--- config.mk ---
export PLATFORM = sky130hd
export DESIGN_NAME = pulse_stretcher
export DESIGN_NICKNAME = d
export VERILOG_FILES = /design/src/rtl/pulse_stretcher.sv
export SDC_FILE = /design/constraint.sdc
export NUM_CORES = 1
export LEC_CHECK = 0
export CAP_MARGIN = 40
export CORE_MARGIN = 2
export CORE_UTILIZATION = 40
export CTS_BUF_LIST = sky130_fd_sc_hd__clkbuf_4 sky130_fd_sc_hd__clkbuf_8 sky130_fd_sc_hd__clkbuf_16
export CTS_CLUSTER_SIZE = 12
export DETAILED_ROUTE_END_ITERATION = 8
export PLACE_DENSITY = 0.72
export SKIP_LAST_GASP = 1
export SLEW_MARGIN = 25
export SYNTH_ARGS = -nofsm -noshare
export SYNTH_HDL_FRONTEND = slang
export SYNTH_SLANG_ARGS = --single-unit
--- constraint.sdc ---
create_clock -name clock -period 1.71 [get_ports clock]
set_clock_uncertainty 0.05 [all_clocks]
set_input_delay 0.342 -clock clock [delete_from_list [all_inputs] [get_ports clock]]
set_output_delay 0.342 -clock clock [all_outputs]
set_load 0.01 [all_outputs]
--- src/rtl/pulse_stretcher.sv ---
// Pulse stretcher: each sampled pulseIn event yields a HIGH_CYCLES-wide level with GAP_CYCLES spacing.
// Define PULSE_STRETCHER_QUEUE_EN to queue events that arrive while busy; otherwise they are dropped.
module pulse_stretcher #(
    parameter int unsigned HIGH_CYCLES = 4,
    parameter int unsigned GAP_CYCLES  = 2,
    parameter int unsigned QUEUE_DEPTH = 2
) (
    input  logic       clock,
    input  logic       reset,
    input  logic       pulseIn,
    input  logic       clearOverflow,
    output logic       levelOut,
    output logic       busy,
    output logic [7:0] pendingCount,
    output logic       overflow
);

    localparam int unsigned MaxCycles = (HIGH_CYCLES > GAP_CYCLES) ? HIGH_CYCLES : GAP_CYCLES;
    localparam int unsigned CntW      = $clog2(MaxCycles + 1);

    localparam logic [CntW-1:0] HighLoad = CntW'(HIGH_CYCLES - 1);
    localparam logic [CntW-1:0] GapLoad  = CntW'((GAP_CYCLES == 0) ? 0 : GAP_CYCLES - 1);

    typedef enum logic [1:0] {
        StIdle,
        StHigh,
        StGap
    } state_e;

    state_e          state_q, state_d;
    logic [CntW-1:0] cnt_q, cnt_d;
    logic [7:0]      pend_q, pend_d;
    logic            ovf_q, ovf_d;
    logic            level_q;
    logic            period_done;
    logic            drop;

    always_ff @(posedge clock or negedge reset) begin
        if (!reset) begin
            state_q <= StIdle;
            cnt_q   <= '0;
            pend_q  <= '0;
            ovf_q   <= 1'b0;
            level_q <= 1'b0;
        end else begin
            state_q <= state_d;
            cnt_q   <= cnt_d;
            pend_q  <= pend_d;
            ovf_q   <= ovf_d;
            // Registered from next state so the output never glitches on state decode.
            level_q <= (state_d == StHigh);
        end
    end

    always_comb begin
        state_d     = state_q;
        cnt_d       = cnt_q;
        pend_d      = pend_q;
        period_done = 1'b0;
        drop        = 1'b0;

        unique case (state_q)
            StIdle: begin
                if (pulseIn) begin
                    state_d = StHigh;
                    cnt_d   = HighLoad;
                end
            end
            StHigh: begin
                if (cnt_q != '0) begin
                    cnt_d = cnt_q - 1'b1;
                end else if (GAP_CYCLES != 0) begin
                    state_d = StGap;
                    cnt_d   = GapLoad;
                end else begin
                    period_done = 1'b1;
                end
            end
            StGap: begin
                if (cnt_q != '0) begin
                    cnt_d = cnt_q - 1'b1;
                end else begin
                    period_done = 1'b1;
                end
            end
            default: state_d = StIdle;
        endcase

`ifdef PULSE_STRETCHER_QUEUE_EN
        // A pulse on the decision edge counts as queued and is consumed at once.
        if (period_done) begin
            if ((pend_q != 8'd0) || pulseIn) begin
                state_d = StHigh;
                cnt_d   = HighLoad;
                pend_d  = pulseIn ? pend_q : pend_q - 8'd1;
            end else begin
                state_d = StIdle;
            end
        end else if (pulseIn && (state_q != StIdle)) begin
            if (pend_q < 8'(QUEUE_DEPTH)) begin
                pend_d = pend_q + 8'd1;
            end else begin
                drop = 1'b1;
            end
        end
`else
        if (period_done) begin
            state_d = StIdle;
        end
        drop   = pulseIn && (state_q != StIdle);
        pend_d = 8'd0;
`endif

        // Set wins over clear.
        if (drop) begin
            ovf_d = 1'b1;
        end else if (clearOverflow) begin
            ovf_d = 1'b0;
        end else begin
            ovf_d = ovf_q;
        end
    end

    always_comb begin
        levelOut     = level_q;
        busy         = (state_q != StIdle);
        pendingCount = pend_q;
        overflow     = ovf_q;
    end

endmodule

After elaboration in Yosys (flattened, before gate mapping)
Cells that the tools add are included.
Storage, ports and cells
  logic and storage cells: 29
  RAM bits: 0
  output and inout bits: 11
  bits in registers: 7
  ROM bits: 0
  bits of input ports: 4
  memories kept: 0
  latch bits: 0
Operators by class
  shifts and indexed selects: 0
  eq/ne operators: 5
  magnitude comparators: 0
  div/mod/pow operators: 0
  $add $sub $neg: 1
  reduce and logical (&&, ||, !) cells: 7
  multiplexer cells: 12
  multiply operators: 0
  bitwise operators: 0
Operators with widths (count)
  $mux 3: 3
  $pmux 3 s3: 1
  $mux 2: 3
  $pmux 2 s3: 1
  $reduce_bool 3->1: 2
  $eq 2x1->1 const B: 2
  $mux 1: 4
  $ne 2x2->1 const B: 2
  $reduce_bool 2->1: 2
  $reduce_and 3->1: 1
  $sub 3x1->3 const B: 1
  $eq 2x2->1 const B: 1
  $logic_not 2->1: 1
  $logic_and 1x1->1: 1

Longest topological paths before layout
Gate-level depths: netlist of run 1.
  word-level depth: 5
  depth in mapped cells: 6
  gate-level depth less buffers: 5

Least setup slack after synthesis of run 1
OpenSTA, ideal clock, no wires.
  path type: register to register
  start: register cnt_q[0]
  end: register cnt_q[1]
  data arrival time: 1.314 ns
  path buffers: 1
  path slack: 0.267 ns
  stages on the path, launching flop included: 7
  cells stage by stage: dfrtp_1 -> inv_1 -> ha_1 -> nor2b_1 -> buf_6 -> a211oi_4 -> mux2i_1
Between the ends
  cells in the longest elaborated chain, start to end: 3
  elaborated cells between the ends (all ways): 7
  those cells by class: add/sub: 1; eq/ne: 1; mux: 3; reduce/logical: 2
RTL lines
  start, declared: line 31  | logic [CntW-1:0] cnt_q, cnt_d;
  start signal, assigned: line 47  | cnt_q <= cnt_d;
  $sub 3x1->3 / $reduce_bool 3->1 (equally long branches)
  $mux 3 (tied with other cells): line 80  | if (cnt_q != '0) begin
  $pmux 3 s3 / $reduce_and 3->1 (equally long branches)
Several ways; a longest one is shown, not always the timed one. The select of a mux whose other input is x is not followed.
A chain may end at the register's enable or synchronous reset.

Worst setup path after layout of run 1
  start: register state_q[1]
  end: register cnt_q[2]
Between the ends
  cells in the longest elaborated chain, start to end: 3
  elaborated cells between the ends (all ways): 8
  those cells by class: eq/ne: 4; mux: 1; reduce/logical: 3
RTL lines
  start, declared: line 30  | state_e state_q, state_d;
  start signal, assigned: line 40  | state_q <= StIdle;
  start signal, assigned: line 46  | state_q <= state_d;
  $eq 2x2->1 (tied with other cells): line 62  | unique case (state_q)
  $ne 2x2->1 (no line) / $reduce_bool 3->1 (equally long branches)
  $reduce_and 3->1 (no line)
Several ways; a longest one is shown, not always the timed one.

==> reports/metrics.yaml, run 1 <==
rsz0062_at_grt: "no"
cp.arrival_ps: 1670
seq_area_frac_synth_pct: 29.9
syn_inst: 62
grt_pass1_wl_um: 1630
maxCapViolations: 0
die_area_um2: 1790
setup_viol: 0
hold_ws_ps: 303
first_pass_iters: 4
antenna_found_initial: 0
post-route-period-util_pct: 93.3
ys_types: 30
layout-drive-gt1-share_pct: 19.2
syn-cell-area_um2: 586
layout_setup_ws_ps: 114
maxSlewViolCount: 0
grtUsageTotal_pct: 12.1
viasPerCell: 4.91
min_period_ps: 1600
startpoint_type: "register"
numCtsBuffers: 3
drc: 0
p_leak_nw: 0.332
place_hpwl_um: 742
r2r_start: "state_q[1]"
routedWlPerCell_um: 11.1
ys_seq_elements: 7
hold_viol: 0
rows: 13
cp-startpoint: "state_q[1]"
timing.fmax_ghz: 0.627
syn2layout_area_growth_pct: 15.4
clkSlewWorstSetupHoldPaths_ps: 60
power_density_nw_per_um2: 1810
ant_nets: 0
peakVddDrop_mv: 0.942
finalNetCount: 84
cts_buffer_depth: 2
core_area_um2: 1330
ys_warn_count: 0
setup_tns_ps: 0
endpoint_kind: "register"
cts_tree: "done"
cp.required_ps: 1790
die_w_um: 42.3
grt_remaining_overflow: 0
drt_iter0_markers: 11
dp_slack_ps: 26.8
place.gp.congestion: 0.799
htree_levels: 1
routed_wl_um: 976
hold_class: "input pin to async pin"
fp.dieH_um: 42.3
num_vias: 432
io_buffers: 6
crit_fanout: 10
final_core_utilization_pct: 50.7
cts_sinks: 7
diodes: 0
start_util_pct: 43.9
root_buffer: "clkbuf_4"
criticalPathCategory: "register to register"
grt_pass1_vias: 379
num_io_pins: 15
synth_area_per_cell_um2: 9.44
cts_hold_buffers: 0
clock_latency_ps: 250
grt_max_degree: 11
status: "completed"
## final timing paths
kind / slack [ps] / depth (start not counted) / to
max: 110 / 5 / cnt_q[2]
min: 300 / 1 / overflow
max reg2reg: 110 / 5 / cnt_q[2]
min reg2reg: 450 / 1 / overflow
max in group asynchronous: 1050 / 1 / cnt_q[0]
min in group clock: 450 / 1 / overflow
## layout make-up
class / count / area, um^2
timing repair buffer: 10 / 88.8
fill: 133 / 658
multi-input combinational: 45 / 337
inverter: 7 / 26.3
sequential: 7 / 175
tap: 15 / 18.8
clock buffer: 4 / 30.0
## power by group
part,switching [W],leakage [nW],internal [W],total [W]
combinational,0.000391,0.227,0.000394,0.000785
clock,0.0000671,0.0184,0.000105,0.000172
sequential,0.0000298,0.0860,0.000233,0.000263
## cell usage after synthesis (all sizes together)
cell type	number	share of area (%)
a211oi	2	4.7
a21o	1	1.3
a21oi	4	3.4
a22o	1	1.5
a2bb2oi	1	2.6
a311oi	1	1.5
and4b	1	1.7
buf	10	13
conb	1	0.64
dfrtp	7	30
ha	6	13
inv	7	4.5
mux2i	1	1.7
nand2b	1	1.1
nand3	1	0.85
nor2	3	1.9
nor2b	4	4.7
nor3	2	2.6
nor3b	1	1.3
o21a	2	2.6
o21ai	2	1.7
o22ai	1	1.1
o311a	1	1.7
o31ai	1	1.3
## critical path, stage by stage (launching register included)
cell	delay [ps]
dfrtp_1	380
buf_4	140
ha_1	310
o21a_1	250
a311oi_1	270
a21oi_1	60
## cells in the final DEF, fill, tap and decap left out, drive strengths merged, types with 2 or more instances in the layout
| cell type | count |
|---|---|
| dfrtp | 7 |
| a211oi | 2 |
| o21a | 2 |
| clkdlybuf4s50 | 5 |
| clkbuf | 4 |
| ha | 6 |
| nor3 | 2 |
| buf | 4 |
| o21ai | 2 |
| a21oi | 4 |
| nor2b | 4 |
| nor2 | 3 |
| conb | 8 |
| inv | 7 |
## metrics by stage
| step | area, um^2 | total power, W | cells |
|---|---|---|---|
| after global routing | 676 | 0.00133 | 88 |
| after floorplan | 612 | 0.000854 | 69 |
| after detailed placement | 637 | 0.00104 | 83 |
| after CTS | 673 | 0.00123 | 88 |
| final | 676 | 0.00122 | 88 |
| after global placement | 637 | 0.00104 | 83 |
## sequential cells by signal, indices dropped and copies added (netlist names)
| signal | flops |
|---|---|
| cnt_q | 3 |
| levelOut | 1 |
| overflow | 1 |
| state_q | 2 |
## timing repair
action                                  4_1_cts  5_1_grt
hold endpoints to repair                      0        0
endpoints found under the setup margin        1        1
buffers inserted                              1        0
resized for setup                             1        1
## per-layer routing
metal | vias up | wire length (um) | GRT usage (%)
li1 | 219 | - | -
met1 | 188 | 472 | 16.4
met2 | 19 | 413 | 18.2
met3 | 6 | 60 | 2.59
met4 | 0 | 29 | 5.63
met5 | - | 0 | 0
## kinds of logic after synthesis
logic type | count (synthesis) | synth area share, %
other | 1 | 0.640
flip-flops | 7 | 29.9
AND/OR/NAND/NOR | 13 | 14.1
adder cells (fa/ha/maj) | 6 | 12.8
buffers and inverters | 17 | 17.5
AO/OA/AOI/OAI | 17 | 23.3
multiplexers | 1 | 1.71
(Power assumes the default switching activity.)
==> run 2: changes to the inputs <==
--- a/config.mk
+++ b/config.mk
@@ -13,7 +13,7 @@
 export DETAILED_ROUTE_END_ITERATION = 8
 export PLACE_DENSITY = 0.72
 export SKIP_LAST_GASP = 1
-export SLEW_MARGIN = 25
+export SLEW_MARGIN = 40
 export SYNTH_ARGS = -nofsm -noshare
 export SYNTH_HDL_FRONTEND = slang
 export SYNTH_SLANG_ARGS = --single-unit
==> results of run 2 <==
Same layout as run 1: the final DEF is identical, and so are final timing and power.
==> run 3: changes to the inputs <==
--- a/config.mk
+++ b/config.mk
@@ -5,12 +5,14 @@
 export SDC_FILE = /design/constraint.sdc
 export NUM_CORES = 1
 export LEC_CHECK = 0
+export ABC_CLOCK_PERIOD_IN_PS = 1710
 export CAP_MARGIN = 40
 export CORE_MARGIN = 2
 export CORE_UTILIZATION = 40
 export CTS_BUF_LIST = sky130_fd_sc_hd__clkbuf_4 sky130_fd_sc_hd__clkbuf_8 sky130_fd_sc_hd__clkbuf_16
 export CTS_CLUSTER_SIZE = 12
 export DETAILED_ROUTE_END_ITERATION = 8
+export HOLD_SLACK_MARGIN = 0.02
 export PLACE_DENSITY = 0.72
 export SKIP_LAST_GASP = 1
 export SLEW_MARGIN = 40
==> results of run 3 <==
Same layout as run 1: the final DEF is identical, and so are final timing and power.
